**src/rtl/tx_wr_arbiter.sv**
```systemverilog
// Round-robin arbiter and LSB-first byte serializer feeding the system-clock
// write port of the TX async FIFO. One requester is granted at a time, its
// one- or two-byte frame is pushed into the FIFO while honouring full, then the
// requester is acknowledged and the round-robin pointer advances.
module tx_wr_arbiter #(
    parameter int NUM_REQ    = 3,
    parameter int DATA_WIDTH = 8
) (
    input  logic                            i_clk,
    input  logic                            i_rst,
    input  logic [NUM_REQ-1:0]              i_req,
    input  logic [NUM_REQ-1:0]              i_len,
    input  logic [NUM_REQ*2*DATA_WIDTH-1:0] i_data,
    input  logic                            i_ff_full,
    output logic [DATA_WIDTH-1:0]           o_wr_data,
    output logic                            o_winc,
    output logic [NUM_REQ-1:0]              o_grant,
    output logic [NUM_REQ-1:0]              o_ack,
    output logic                            o_busy
);

    localparam int PW = $clog2(NUM_REQ);
    localparam int WW = 2 * DATA_WIDTH;

    typedef enum logic [1:0] {
        IDLE    = 2'd0,
        SEND_LO = 2'd1,
        SEND_HI = 2'd2,
        DONE    = 2'd3
    } state_t;

    state_t               state_q;
    state_t               state_d;
    logic [PW-1:0]        ptr_q;
    logic [PW-1:0]        gidx_q;
    logic [NUM_REQ-1:0]   grant_q;
    logic [WW-1:0]        word_q;
    logic                 len_q;

    logic                 found;
    logic [PW-1:0]        sel_idx;

    // First pending requester searching upward from the pointer, wrapping at NUM_REQ-1
    always_comb begin
        found   = 1'b0;
        sel_idx = '0;
        for (int unsigned i = 0; i < NUM_REQ; i++) begin
            int unsigned cand;
            cand = 32'(ptr_q) + i;
            if (cand >= NUM_REQ) begin
                cand = cand - NUM_REQ;
            end
            if (!found && i_req[cand[PW-1:0]]) begin
                found   = 1'b1;
                sel_idx = cand[PW-1:0];
            end
        end
    end

    // State register
    always_ff @(posedge i_clk) begin
        if (i_rst) begin
            state_q <= IDLE;
        end else begin
            state_q <= state_d;
        end
    end

    // Next-state logic; byte states advance only when the write actually happens
    always_comb begin
        state_d = state_q;
        case (state_q)
            IDLE: begin
                if (found) begin
                    state_d = SEND_LO;
                end
            end
            SEND_LO: begin
                if (!i_ff_full) begin
                    state_d = len_q ? SEND_HI : DONE;
                end
            end
            SEND_HI: begin
                if (!i_ff_full) begin
                    state_d = DONE;
                end
            end
            DONE: begin
                state_d = IDLE;
            end
            default: begin
                state_d = IDLE;
            end
        endcase
    end

    // Latch the granted frame on grant; advance the pointer and drop grant on completion
    always_ff @(posedge i_clk) begin
        if (i_rst) begin
            ptr_q   <= '0;
            gidx_q  <= '0;
            grant_q <= '0;
            word_q  <= '0;
            len_q   <= 1'b0;
        end else begin
            if (state_q == IDLE && found) begin
                gidx_q  <= sel_idx;
                grant_q <= NUM_REQ'(1) << sel_idx;
                word_q  <= i_data[int'(sel_idx)*WW +: WW];
                len_q   <= i_len[sel_idx];
            end else if (state_q == DONE) begin
                grant_q <= '0;
                if (gidx_q == PW'(NUM_REQ - 1)) begin
                    ptr_q <= '0;
                end else begin
                    ptr_q <= gidx_q + PW'(1);
                end
            end
        end
    end

    // Outputs decoded from state; write strobe also gated by full and reset
    always_comb begin
        o_wr_data = '0;
        o_winc    = 1'b0;
        o_ack     = '0;
        o_busy    = (state_q != IDLE);
        case (state_q)
            SEND_LO: begin
                o_wr_data = word_q[DATA_WIDTH-1:0];
                o_winc    = ~i_ff_full & ~i_rst;
            end
            SEND_HI: begin
                o_wr_data = word_q[WW-1:DATA_WIDTH];
                o_winc    = ~i_ff_full & ~i_rst;
            end
            DONE: begin
                o_ack = grant_q;
            end
            default: begin
            end
        endcase
    end

    assign o_grant = grant_q;

endmodule

```
**config.mk**
```make
export PLATFORM = sky130hd
export DESIGN_NAME = tx_wr_arbiter
export DESIGN_NICKNAME = d
export VERILOG_FILES = /design/src/rtl/tx_wr_arbiter.sv
export SDC_FILE = /design/constraint.sdc
export NUM_CORES = 1
export LEC_CHECK = 0
export CORE_MARGIN = 2
export CORE_UTILIZATION = 30
export CTS_BUF_LIST = sky130_fd_sc_hd__clkbuf_16
export DETAILED_ROUTE_END_ITERATION = 12
export PLACE_DENSITY = 0.66
export SLEW_MARGIN = 20
export SYNTH_ARGS = -nofsm -noshare
export SYNTH_HDL_FRONTEND = slang
export SYNTH_SLANG_ARGS = --single-unit
```
**constraint.sdc**
```tcl
create_clock -name i_clk -period 2.9 [get_ports i_clk]
set_clock_uncertainty 0.15 [all_clocks]
set_input_delay 0.29 -clock i_clk [delete_from_list [all_inputs] [get_ports i_clk]]
set_output_delay 0.29 -clock i_clk [all_outputs]
set_load 0.005 [all_outputs]
```
======== Word-level counts from Yosys, hierarchy flattened ========
Cells that the tools add are included.
storage, ports and cells
  latch bits .............................. 0
  input port bits ......................... 57
  output and inout bits ................... 16
  logic and storage cells ................. 71
  bits in read-only memories .............. 0
  register bits ........................... 26
  memory bits (writable) .................. 0
  memories kept ........................... 0
operators by class
  $mul .................................... 0
  equal/unequal tests ..................... 7
  shifts and indexed selects .............. 2
  order comparisons ....................... 7
  $add $sub $neg .......................... 6
  divide/modulo/power cells ............... 0
  reductions and logical operators ........ 11
  multiplexer cells ....................... 28
  bitwise operators ....................... 4
operator list
  cell                                                  number
  indexed part select 48 x 7 -> 16 bit                  1
  two-way mux 2 bit                                     10
  case mux 8 bit (2 select lines)                       1
  < comparator 2 x 3 -> 1 bit (second input constant)   4
  two-way mux 1 bit                                     9
  two-way mux 3 bit                                     3
  binary-select mux 1 bit (select 2 bit)                4
  case mux 2 bit (4 select lines)                       1
  equality test 2 bit (second input constant)           3
  >= comparator 3 x 2 -> 1 bit (second input constant)  2
  != test 2 bit (second input constant)                 3
  subtractor 2 bit (second input constant)              3
  nonzero test 2 bit                                    2
  adder 2 x 1 -> 3 bit (second input constant)          1
  adder 2 x 2 -> 3 bit (second input constant)          1
  logical AND 1 bit                                     3
  NOT 1 bit                                             3
  AND reduction 3 bit                                   1
  << shifter 1 x 2 -> 3 bit (first input constant)      1
  adder 2 x 1 -> 2 bit (second input constant)          1
  equality test 2 x 1 -> 1 bit (second input constant)  1
  >= comparator 2 bit (second input constant)           1
  logical NOT 1 bit                                     2
  logical NOT 2 bit                                     1
  3 further kinds                                       3

======== Depth between registers and ports, before layout ========
Gate-level depths: netlist (run 1).
  depth after elaboration ................. 14
  depth in mapped cells ................... 10

======== Worst setup path before layout (run 1) ========
OpenSTA, ideal clock, no wires.
  kind .................................... register to register
  start ................................... reg ptr_q[0]
  end ..................................... reg word_q[1]
  arrival ................................. 2.002 ns
  data required time ...................... 2.668 ns
  stages on the path, launching flop included .. 11
  path slack .............................. 0.666 ns
  clock period less this slack ............ 2.234 ns
  setup time .............................. 0.082 ns
  path through ............................ dfxtp_1 > inv_1 > ha_1 > buf_2 > nand2_1 > o22ai_2 > o31ai_4 > or3_1 > buf_6 > buf_6 > o221ai_1
on the way
  longest elaborated chain between the ends .. 12
ends and longest elaborated chain
  item                                                           line  RTL
  start, declared                                                34    logic [PW-1:0] ptr_q;
  start signal, assigned                                         116   ptr_q <= gidx_q + PW'(1);
  branches (longest 12 deep; another with adder 2 x 1 -> 3 bit)  --
  end signal, assigned                                           109   word_q <= i_data[int'(sel_idx)*WW +: WW];
  end, declared                                                  37    logic [WW-1:0] word_q;
Several ways; the timed one is not identified. The select of a mux whose other input is x is not followed.
A chain may end at the register's enable or synchronous reset.

======== Final worst setup path (run 1) ========
  start ................................... reg ptr_q[1]
  end ..................................... reg word_q[6]
The elaborated chain is that of the path after synthesis.

==> results.sh, run 1 <==
export IMPL_status="finished, final reports clean"
export IMPL_hpwl_mm=3.433
export IMPL_p_seq_share_pct=29.7
export IMPL_hold_class="flip-flop to flip-flop"
export IMPL_routed_wl_mm=4.744
export IMPL_core_um2=5608
export IMPL_ys_warn_count=0
export IMPL_cts_buffer_depth=2
export IMPL_yosys_area_top_type="dfxtp_1"
export IMPL_tns_ns=0
export IMPL_rr_startpoint="ptr_q[1]$_SDFFE_PP0P_"
export IMPL_synth_cells=199
export IMPL_critPathKind="flip-flop to flip-flop"
export IMPL_power_share_combinational_pct=48.3
export IMPL_drtIter0Drc=83
export IMPL_fillCellCount=582
export IMPL_p_per_area_nw_per_um2=702.5
export IMPL_cp_end_kind="flip-flop"
export IMPL_crit_chain="inv_1 > ha_1 > mux2i_1 > o21ai_4 > o31ai_4 > or3_1 > o221ai_1"
export IMPL_synth_top_area_share_pct=29.52
export IMPL_io_pin_count=73
export IMPL_clkPwrFrac_pct=22.0
export IMPL_antenna_found_initial=0
export IMPL_timing_rr_end="word_q[6]$_SDFFE_PP0P_"
export IMPL_setup_viol=0
export IMPL_synthTopCellsByArea="dfxtp_1, mux2i_1, o221ai_1"
export IMPL_cp_max_fo=18
export IMPL_cts_resized_gates=0
export IMPL_max_slew_margin_pct=52.40
export IMPL_cts_sinks=26
export IMPL_ctsHoldBuffers=0
export IMPL_initial_core_util_pct=31.44
export IMPL_die_h_um=80.66
export IMPL_nets=333
export IMPL_insertion_delay_ns=0.26
export IMPL_final_period_utilization_pct=90.40
export IMPL_grt_pass1_vias=1640
export IMPL_peakVddDrop_uv=280.3
export IMPL_diodes=0
export IMPL_grt_pass1_wl_mm=7.624
export IMPL_crit_family="compound AO/OA/AOI/OAI gates"
export IMPL_drive_gt1_share_pct=5.283
export IMPL_endpoint="word_q[6]$_SDFFE_PP0P_"
export IMPL_p_int_mw=1.184
export IMPL_syn_cell_area_um2=1763
export IMPL_critPathLaunchType="flip-flop"
export IMPL_area_delta_synth_final_pct=49.11
export IMPL_cp_arrival_ns=2.58
export IMPL_total_leakage_power_nw=0.9358
export IMPL_critPathLaunch="ptr_q[1]$_SDFFE_PP0P_"
export IMPL_worstMarginPinSlew_ns=0.7140
export IMPL_drt_pass1_iter_count=4
export IMPL_vias=1676
export IMPL_swShare_pct=35.91
export IMPL_numPortBuffers=72
export IMPL_maxCapViolations=0
export IMPL_path_clk_slew_ns=0.07
export IMPL_cp_depth=7
export IMPL_slowest_stage="or3_1"
export IMPL_whs_ns=0.3213
export IMPL_grt_overflow=0
export IMPL_yosysSeqAreaShare_pct=29.52
export IMPL_cp_required_ns=2.86
export IMPL_htree_levels=1
export IMPL_finalCriticalPeriod_ns=2.622
export IMPL_final_hold_violation_count=0
export IMPL_slew_violations=0
export IMPL_critPathBufInv=1
export IMPL_yosysUniqueCellTypes=39
export IMPL_critPathMaxStageDelay_ns=0.57
export IMPL_synth_seq_cells=26
export IMPL_layout_common_cells="clkdlybuf4s50_1, dfxtp_1, inv_1, mux2i_1"
export IMPL_die_x_um=80.66
export IMPL_drc=0
export IMPL_max_freq_mhz=381.4
export IMPL_cts_setup_buffers=0
export IMPL_gp_congestion=0.8494
export IMPL_track_usage_pct=15.00
export IMPL_cts_buffers=3
export IMPL_syn_num_nets=266
export IMPL_ant_nets=0
export IMPL_rows=27
export IMPL_grt_max_degree=20
export IMPL_die_area_um2=6506
export IMPL_cts_tree="built"
export IMPL_final_common_cell="clkdlybuf4s50_1"
export IMPL_r2r_setup_slack_ns=0.28
export IMPL_reg2reg_depth=7
export IMPL_wl_per_cell_um=14.08
export IMPL_p_sw_uw=663.1
export IMPL_rsz0062_at_grt="no"
export IMPL_via_per_inst=4.973
export IMPL_syn_avg_cell_area_um2=8.859
export IMPL_root_buffer="clkbuf_16"
==> power groups by stage <==
stage	Combinational (mW)	Sequential, mW	Clock (mW)
6_report	0.891	0.549	0.407
3_3_place_gp	0.877	0.553	0
2_1_floorplan	0.597	0.540	0
5_1_grt	0.981	0.566	0.427
4_1_cts	0.895	0.549	0.414
3_5_place_dp	0.891	0.557	0
==> through the flow <==
stage	setup slack, ns	std cells	power [mW]	utilization, %	area, µm²
5_1_grt	0.09592	337	1.974	46.88	2629
4_1_cts	0.2819	337	1.858	46.88	2629
6_report	0.2783	337	1.847	46.88	2629
2_1_floorplan	0.6660	199	1.137	-	1763
3_5_place_dp	0.2532	333	1.448	45.00	2524
3_3_place_gp	0.3296	333	1.431	45.00	2524
==> layer usage <==
layer	routed length (µm)	GRT usage, %	vias to the layer above
met4	38	3.559	0
li1	-	-	864
met2	2283	25.83	47
met3	236	3.258	4
met5	0	0	-
met1	2185	18.97	761
==> cell families (layout without fill, tap and decap cells) <==
family	after synthesis	in the layout	share of synthesized area [%]
and+or+nand+nor	57	57	18.67
AOI/OAI and AO/OA	48	48	22.57
buffers and inverters	36	102	9.652
muxes	22	22	12.49
DFF	26	26	29.52
adders and majority gates	10	10	7.097
==> worst register-to-register path: cells and delay by family (launching register included) <==
kind | cells | cell delay [ns]
compound gates | 3 | 0.64
simple gates | 1 | 0.57
mux | 1 | 0.40
flops | 1 | 0.34
fa+ha+maj | 1 | 0.29
buf+inv | 1 | 0.09
==> synthesized netlist by cell type <==
master    count
a211oi_1      1
a21oi_1       5
a221oi_1      1
a22o_1        1
a22oi_1       8
a311oi_1      1
a41oi_1       1
and2_1        3
buf_2         4
buf_4         2
buf_6         3
clkbuf_1      5
dfxtp_1      26
ha_1         10
inv_1        22
mux2i_1      22
nand2_1       4
nand2b_1      4
nand3_1      17
nand3b_1      5
nand4b_1      2
nor2_1        6
nor2b_1      10
nor3b_1       2
nor4_1        1
o211ai_1      1
o21a_1        2
o21ai_0       3
o21ai_1       1
o21ai_2       1
o21ai_4       1
o221ai_1     17
o22a_1        1
o22ai_2       1
o31ai_4       1
o41a_1        1
or3_1         1
or3b_1        1
or3b_2        1
==> sequential cells by signal, summed over array words and instances, names as in the netlist <==
| register | cells |
|---|---|
| gidx_q | 2 |
| len_q | 1 |
| o_grant | 3 |
| ptr_q | 2 |
| state_q | 2 |
| word_q | 16 |
==> area by class of cell <==
class,instances,area [µm²],share of cell area (%)
Inverter,22,82.58,3.141
Timing Repair Buffer,76,750.7,28.56
Clock inverter,1,30.03,1.142
Tap cell,72,90.09,3.427
Clock buffer,3,75.07,2.856
Multi-Input combinational cell,137,1080,41.08
Sequential cell,26,520.5,19.80
==> worst min path at each step <==
stage                            from                endpoint  slack [ns]  cells past startpoint
3_5_place_dp   gidx_q[1]$_SDFFE_PP0P_  gidx_q[1]$_SDFFE_PP0P_        0.31                      2
5_1_grt        gidx_q[1]$_SDFFE_PP0P_  gidx_q[1]$_SDFFE_PP0P_        0.35                      2
3_3_place_gp   gidx_q[1]$_SDFFE_PP0P_  gidx_q[1]$_SDFFE_PP0P_        0.31                      2
4_1_cts        gidx_q[1]$_SDFFE_PP0P_  gidx_q[1]$_SDFFE_PP0P_        0.32                      2
2_1_floorplan                i_len[2]      len_q$_SDFFE_PP0P_        0.28                      2
6_report       gidx_q[1]$_SDFFE_PP0P_  gidx_q[1]$_SDFFE_PP0P_        0.32                      2
No activity file was read; power rests on OpenSTA's default activity.
==> run 2: changes to the inputs <==
GPL_TIMING_DRIVEN = 0   (was default)
==> run 2 against run 1 <==
Net effect:
- sequential share of layout area fell by 0.37 points
- core utilization rose by 0.89 points
- fmax rose by 1.5%
- count of clock-buffer cells in the layout did not move
- cell count rose by 3.0%
- power rose by 0.48%
- combinational power rose by 0.6%
- die area did not move
- global-route usage rose by 0.86 points
- via count rose by 1.2%
- wire length rose by 0.42%
- register-to-register slack improved by 0.05 ns
- critical endpoint is now o_winc
- largest cell class unchanged
- highest routed layer unchanged
==> results.sh, run 2 (synthesized netlist as in run 1, its figures left out) <==
export IMPL_status="finished, final reports clean"
export IMPL_finalCriticalPeriod_ns=2.584
export IMPL_cts_sinks=26
export IMPL_grt_pass1_wl_mm=7.935
export IMPL_core_um2=5608
export IMPL_diodes=0
export IMPL_cts_buffers=3
export IMPL_rows=27
export IMPL_area_delta_synth_final_pct=51.95
export IMPL_max_slew_margin_pct=61.77
export IMPL_drt_pass1_iter_count=4
export IMPL_die_x_um=80.66
export IMPL_cts_tree="built"
export IMPL_antenna_found_initial=0
export IMPL_cts_resized_gates=0
export IMPL_hpwl_mm=3.658
export IMPL_via_per_inst=4.888
export IMPL_setup_viol=0
export IMPL_root_buffer="clkbuf_16"
export IMPL_dp_cells=343
export IMPL_final_cell_area_um2=2679
export IMPL_tns_ns=0
export IMPL_drive_gt1_share_pct=6.545
export IMPL_total_leakage_power_nw=0.9652
export IMPL_slew_violations=0
export IMPL_insertion_delay_ns=0.26
export IMPL_vias=1696
export IMPL_die_area_um2=6506
export IMPL_regMostFlops="word_q"
export IMPL_path_clk_slew_ns=0.07
export IMPL_htree_levels=1
export IMPL_wl_per_cell_um=13.73
export IMPL_critPathKind="flip-flop to output port"
export IMPL_track_usage_pct=15.86
export IMPL_grt_max_degree=16
export IMPL_gp_congestion=0.7683
export IMPL_nets=343
export IMPL_r2r_setup_slack_ns=0.33
export IMPL_peakVddDrop_uv=285.1
export IMPL_cts_setup_buffers=0
export IMPL_routed_wl_mm=4.764
export IMPL_final_cells=347
export IMPL_io_pin_count=73
export IMPL_final_common_cell="clkdlybuf4s50_1"
export IMPL_p_per_area_nw_per_um2=692.7
export IMPL_maxCapViolations=0
export IMPL_hold_class="flip-flop to flip-flop"
export IMPL_rsz0062_at_grt="no"
export IMPL_cp_arrival_ns=2.14
export IMPL_grt_overflow=0
export IMPL_final_hold_violation_count=0
export IMPL_dpl_cell_area_um2=2574
export IMPL_total_power_mw=1.856
export IMPL_drc=0
export IMPL_final_period_utilization_pct=89.09
export IMPL_cp_end_kind="output port"
export IMPL_critPathLaunchType="flip-flop"
export IMPL_cts_buffer_depth=2
export IMPL_grt_pass1_vias=1622
export IMPL_initial_core_util_pct=31.44
export IMPL_die_h_um=80.66
export IMPL_layout_common_cells="clkdlybuf4s50_1, dfxtp_1, inv_1, mux2i_1"
export IMPL_cp_required_ns=2.46
export IMPL_largest_reg_flops=16
export IMPL_ctsHoldBuffers=0
export IMPL_worstMarginPinSlew_ns=0.5713
export IMPL_numPortBuffers=72
export IMPL_ant_nets=0
export IMPL_drtIter0Drc=68
export IMPL_max_freq_mhz=387.1
export IMPL_cp_max_fo=10
==> run 2: report_power, final <==
part / switching [mW] / leakage [nW] / total [mW] / internal (mW)
Sequential: 0.0733 / 0.214 / 0.551 / 0.478
Combinational: 0.448 / 0.700 / 0.896 / 0.447
Clock: 0.134 / 0.0511 / 0.409 / 0.275
Total: 0.656 / 0.965 / 1.86 / 1.20
==> run 2: final timing paths <==
check                                        startpoint                endpoint  depth (start not counted)
worst min-delay path             gidx_q[1]$_SDFFE_PP0P_  gidx_q[1]$_SDFFE_PP0P_                          2
worst max-delay path            state_q[1]$_SDFFE_PP0P_                  o_winc                          4
worst max register to register    ptr_q[1]$_SDFFE_PP0P_  word_q[3]$_SDFFE_PP0P_                          9
worst min register to register   gidx_q[1]$_SDFFE_PP0P_  gidx_q[1]$_SDFFE_PP0P_                          2
==> run 2: metrics by stage <==
step / utilization (%) / hold WS [ns] / setup WS (ns)
after floorplan: - / 0.2798 / 0.6660
after global placement: 45.89 / 0.3086 / 0.2705
after detailed placement: 45.89 / 0.3373 / 0.2238
after CTS: 47.77 / 0.3495 / 0.2838
after global routing: 47.77 / 0.3608 / 0.06772
final: 47.77 / 0.3464 / 0.3165
==> run 2: critical path, stage by stage, from the launching register on <==
cell and delay (ns):
dfxtp_1 0.42, inv_1 0.11, ha_1 0.46, nor3b_1 0.32, clkdlybuf4s50_1 0.56
==> run 2: area by class of cell <==
| type | instances | area [µm²] |
|---|---|---|
| Multi-Input combinational cell | 137 | 1072 |
| Fill cell | 579 | 2929 |
| Buffer | 14 | 87.58 |
| Timing Repair Buffer | 72 | 720.7 |
| Clock buffer | 3 | 75.07 |
| Sequential cell | 26 | 520.5 |
| Inverter | 22 | 82.58 |
| Tap cell | 72 | 90.09 |
| Clock inverter | 1 | 30.03 |
==> run 2: per-layer routing <==
layer	global-route usage, %	vias to the layer above	share of wire (%)
li1	-	883	-
met1	19.90	757	45
met2	26.08	49	47
met3	5.169	7	7.3
met4	4.068	0	1.2
met5	0	-	0
==> run 3: changes to the inputs <==
SLEW_MARGIN = default   (was 20)
==> results of run 3 <==
The final DEF is identical to that of run 2; final timing and power are the same.
